### src/rtl/rx_fifo_pkg.sv
// Shared constants and helpers for the receive input buffer.
// Flit width is overridable at build time so it tracks the arbiter's item width.
`ifndef SIZE
`define SIZE 8
`endif

package rx_fifo_pkg;

    localparam int FLIT_SIZE  = `SIZE;
    localparam int FIFO_DEPTH = 4;

    // Smallest r such that 2**r >= n; sizes the FIFO pointers.
    function automatic int log2_ceil(input int n);
        int r;
        r = 0;
        for (int i = 0; i < 31; i++) begin
            if ((1 << i) < n) r = i + 1;
        end
        return r;
    endfunction

endpackage

### src/rtl/rx_fifo_mem.sv
// Purpose: DEPTH x SIZE register file, one sync write port, one async read port.
// Latency: write visible on rdata the cycle after the write edge; read is combinational.
// Backpressure: none; the caller decides when writes are legal.
module rx_fifo_mem #(
    parameter int SIZE  = 8,
    parameter int DEPTH = 4,
    parameter int AW    = 2
) (
    input  logic            clk,
    input  logic            we,
    input  logic [AW-1:0]   waddr,
    input  logic [SIZE-1:0] wdata,
    input  logic [AW-1:0]   raddr,
    output logic [SIZE-1:0] rdata
);

    // Storage is deliberately not reset; occupancy tracking makes stale data harmless.
    logic [SIZE-1:0] mem [DEPTH];

    // Single write port, clocked.
    always_ff @(posedge clk) begin
        if (we) mem[waddr] <= wdata;
    end

    assign rdata = mem[raddr];

endmodule

### src/rtl/rx_fifo.sv
// Purpose: in-order flit buffer between the receive arbiter and route/crossbar, FWFT output.
// Latency: write to head of empty FIFO 1 cycle; pop to next head 1 cycle; no bypass.
// Backpressure: full gates the arbiter; write-while-full / read-while-empty are dropped and latched sticky.
module rx_fifo
    import rx_fifo_pkg::*;
#(
    parameter int  SIZE  = FLIT_SIZE,
    parameter int  DEPTH = FIFO_DEPTH,
    localparam int AW    = log2_ceil(DEPTH)
) (
    input  logic            clk,
    input  logic            reset,
    input  logic            write,
    input  logic [SIZE-1:0] item_in,
    output logic            full,
    input  logic            read,
    output logic            valid,
    output logic [SIZE-1:0] item_out,
    output logic [AW:0]     count,
    output logic            overflow,
    output logic            underflow
);

    logic [AW-1:0] wr_ptr;
    logic [AW-1:0] rd_ptr;
    logic [AW:0]   cnt;
    logic          push;
    logic          pop;

    // Flags decode from the registered counter only, so they never glitch within a cycle.
    assign full  = (cnt == (AW+1)'(DEPTH));
    assign valid = (cnt != '0);
    assign count = cnt;

    // A write while full is dropped even if a pop happens the same cycle.
    assign push = write & ~full;
    assign pop  = read & valid;

    // Pointers, occupancy and sticky protocol-error bits.
    always_ff @(posedge clk or posedge reset) begin
        if (reset) begin
            wr_ptr    <= '0;
            rd_ptr    <= '0;
            cnt       <= '0;
            overflow  <= 1'b0;
            underflow <= 1'b0;
        end else begin
            if (push) wr_ptr <= wr_ptr + 1'b1;
            if (pop)  rd_ptr <= rd_ptr + 1'b1;
            case ({push, pop})
                2'b10:   cnt <= cnt + 1'b1;
                2'b01:   cnt <= cnt - 1'b1;
                default: cnt <= cnt;
            endcase
            if (write && full)   overflow  <= 1'b1;
            if (read && !valid)  underflow <= 1'b1;
        end
    end

    rx_fifo_mem #(
        .SIZE  (SIZE),
        .DEPTH (DEPTH),
        .AW    (AW)
    ) u_mem (
        .clk   (clk),
        .we    (push),
        .waddr (wr_ptr),
        .wdata (item_in),
        .raddr (rd_ptr),
        .rdata (item_out)
    );

endmodule
### config.mk
export PLATFORM = sky130hd
export DESIGN_NAME = rx_fifo
export DESIGN_NICKNAME = d
export VERILOG_FILES = /design/src/rtl/rx_fifo_pkg.sv /design/src/rtl/rx_fifo_mem.sv /design/src/rtl/rx_fifo.sv
export SDC_FILE = /design/constraint.sdc
export NUM_CORES = 1
export LEC_CHECK = 0
export ABC_CLOCK_PERIOD_IN_PS = 5000
export BUFFER_PORTS_ARGS = -buffer_cell sky130_fd_sc_hd__buf_2
export CAP_MARGIN = 15
export CORE_ASPECT_RATIO = 1.1
export CORE_UTILIZATION = 45
export CTS_BUF_LIST = sky130_fd_sc_hd__clkbuf_4
export CTS_CLUSTER_DIAMETER = 120
export DETAILED_ROUTE_END_ITERATION = 16
export PLACE_DENSITY = 0.71
export SKIP_LAST_GASP = 1
export SLEW_MARGIN = 10
export SYNTH_ARGS = -nofsm -noshare
export SYNTH_HDL_FRONTEND = slang
export SYNTH_SLANG_ARGS = --single-unit
### constraint.sdc
create_clock -name clk -period 5 [get_ports clk]
set_input_delay 1.5 -clock clk [delete_from_list [all_inputs] [get_ports clk]]
set_output_delay 1.5 -clock clk [all_outputs]
set_load 0.02 [all_outputs]
==> flow_metrics.py <==
metrics = {
    "synth": {
        "synth_most_common_cell": "edfxtp_1",
        "synth_cell_types": 22,
        "synth_top_area_frac": 0.575,
        "yosys_register_bits": 41,
        "yosysTopAreaCell": "edfxtp_1",
        "postSynthCellCount": 85,
        "ys_warn_count": 0,
        "async_flop_share": 0.220,
        "synth_common_cells": "edfxtp_1, dfrtp_1, inv_1, mux4_2, ha_1",
        "synthFlopType": "edfxtp_1",
        "synth_nets": 103,
        "synth-edff-count": 32,
        "synth_area_leaders": "edfxtp_1, dfrtp_1, mux4_2",
        "syn_avg_cell_area_um2": 19.7,
        "synth_seq_area_share": 0.710,
        "synth_area_um2": 1670,
    },
    "final_layout": {
        "drive_gt1_frac": 0.444,
        "fin_nets": 134,
        "syn2layout_area_growth_pct": 14.1,
        "antenna_cells": 0,
        "fin_util": 0.555,
    },
    "clocking": {
        "ctsHoldBuffers": 0,
        "cts_tree": "done",
        "clock_path_buffers": 2,
        "cts_num_sinks": 41,
        "cts_max_level": 2,
        "cts_buffers": 5,
        "cts.clk_slew.worst_paths_ns": 0.11,
        "cts_root_buf": "clkbuf_4",
        "clock_latency_ns": 0.34,
        "ctsResizeCount": 0,
        "post_cts_buffers": 0,
    },
    "global_route": {
        "grt_use_total": 0.148,
        "grt_pass1_vias": 914,
        "gr-total-overflow": 0,
        "grt_max_degree": 14,
        "antenna_found_initial": 0,
        "grt_first_pass_wirelength_um": 4020,
    },
    "hold_path": {
        "min_path_cells": 1,
        "holdPathEnd": "overflow",
        "hp-start": "overflow",
        "hp-class": "reg -> reg",
    },
    "sta": {
        "finalSetupViolations": 0,
        "max_slew_margin": 0.604,
        "clock-skew-final_ns": 0.00489,
        "hold_viol_final": 0,
        "clock.fmax_mhz": 300,
        "rsz0062_at_grt": "false",
        "min_period_ns": 3.33,
        "tightest_slew_ns": 0.595,
        "finalMaxSlewViolations": 0,
        "hold_slack_ns": 0.478,
        "finalSetupTns_ns": 0,
        "post-route-period-util": 0.666,
    },
    "placed_design": {
        "port-buffer-count": 26,
        "place.gp.congestion": 0.670,
        "dp_hpwl_um": 1750,
    },
    "setup_path": {
        "crit_chain": "mux4_2 -> buf_2",
        "cp_num_buf_inv": 1,
        "cp.depth": 2,
        "r2r_cells": 9,
        "worstPathRequired_ns": 3.50,
        "cp_data_arrival_time_ns": 1.83,
        "rr_startpoint": "count[0]",
        "reg2reg_slack_ns": 2.96,
        "path_max_fanout": 10,
        "critPathTopFamily": "flip-flops",
        "cpMaxStageDelayCell": "dfrtp_1",
        "crit_path_end_kind": "output port",
        "worst_setup_path_start_kind": "flip-flop",
        "r2r-end": "count[2]",
        "slowest_delay_ns": 0.74,
        "worst-setup-path-type": "reg -> out",
    },
    "power_and_ir_drop": {
        "peakVddDrop_mv": 0.292,
        "internal_power_w": 0.000712,
        "pwr-share-clk": 0.140,
        "powerDensity_nw_per_um2": 585,
        "power_frac_comb": 0.372,
        "switching_share": 0.362,
        "sequentialPowerShare": 0.488,
        "power_leakage_nw": 0.738,
        "netSwitchingPower_w": 0.000404,
    },
    "job": {
        "cap_violations": 0,
    },
    "outcome": {
        "status": "completed",
    },
    "detailed_routing": {
        "vias_per_cell": 4.94,
        "routed_wl_um": 2490,
        "first_iter_violations": 12,
        "antenna_left": 0,
        "wl_per_cell_um": 15.1,
        "via_count": 815,
        "drc": 0,
        "dr.pass1.iters": 2,
    },
    "floorplan": {
        "die_w_um": 60.1,
        "die_y_um": 65.9,
        "start_util": 0.486,
        "dieArea_um2": 3960,
        "coreArea_um2": 3440,
        "boundaryPins": 27,
        "num_rows": 22,
    },
}
[cells by family after synthesis]
group / Yosys count / synth area share
compound gates: 3 / 0.0180
xor+xnor: 6 / 0.0314
fa+ha+maj: 6 / 0.0494
buf+inv: 10 / 0.0232
flops: 41 / 0.710
mux: 10 / 0.123
simple gates: 9 / 0.0457
[stage by stage]
stage	std cells	power (W)	instance area, µm²	setup slack (ns)
2_1_floorplan	85	0.000852	1670	2.27
3_3_place_gp	157	0.000957	1850	2.03
3_5_place_dp	157	0.000978	1850	2.01
4_1_cts	165	0.00113	1910	1.61
5_1_grt	165	0.00119	1910	1.54
6_report	165	0.00112	1910	1.67
[final cells by class]
| type | count | area [µm²] |
|---|---|---|
| clock buffer | 5 | 37.5 |
| timing repair buffer | 26 | 130 |
| multi-input combinational | 34 | 447 |
| fill | 298 | 1530 |
| sequential | 41 | 1190 |
| clock inverter | 3 | 17.5 |
| inverter | 8 | 30.0 |
| tap | 48 | 60.1 |
[placed cells by master, fill, tap and decap left out, types with 2 or more instances in the layout]
cell type / Yosys / layout
ha_1: 5 / 5
buf_2: 1 / 26
clkbuf_4: 0 / 5
dfrtp_1: 9 / 9
mux4_2: 8 / 8
edfxtp_1: 32 / 32
clkinv_2: 0 / 2
xnor2_1: 3 / 3
xor2_1: 3 / 3
and2_2: 3 / 3
inv_1: 8 / 8
[registers in the layout (all words and copies together) (netlist names)]
name       flops
u_mem.mem     32
wr_ptr         2
overflow       1
rd_ptr         2
count          3
underflow      1
[routing by layer]
layer	vias to the layer above	GRT usage	routed length, µm
met1	415	0.158	998
met4	0	0.0872	40
met3	4	0.0372	85
li1	379	-	-
met5	-	0	0
met2	17	0.258	1370
[power groups by stage]
| stage | Combinational (W) | Sequential (W) | Clock (W) |
|---|---|---|---|
| 5_1_grt | 0.000456 | 0.000560 | 0.000178 |
| 6_report | 0.000415 | 0.000545 | 0.000156 |
| 4_1_cts | 0.000424 | 0.000548 | 0.000162 |
| 2_1_floorplan | 0.000320 | 0.000532 | 0 |
| 3_3_place_gp | 0.000409 | 0.000548 | 0 |
| 3_5_place_dp | 0.000422 | 0.000556 | 0 |
[worst max-delay path by stage]
stage	start	slack (ns)	endpoint
floorplan	write	2.27	count[2]
finish	rd_ptr[0]	1.67	item_out[4]
CTS	rd_ptr[0]	1.61	item_out[4]
detailed placement	rd_ptr[0]	2.01	item_out[4]
global route	rd_ptr[0]	1.54	item_out[6]
global placement	rd_ptr[0]	2.03	item_out[5]
Power figures use the tool's default switching activity.
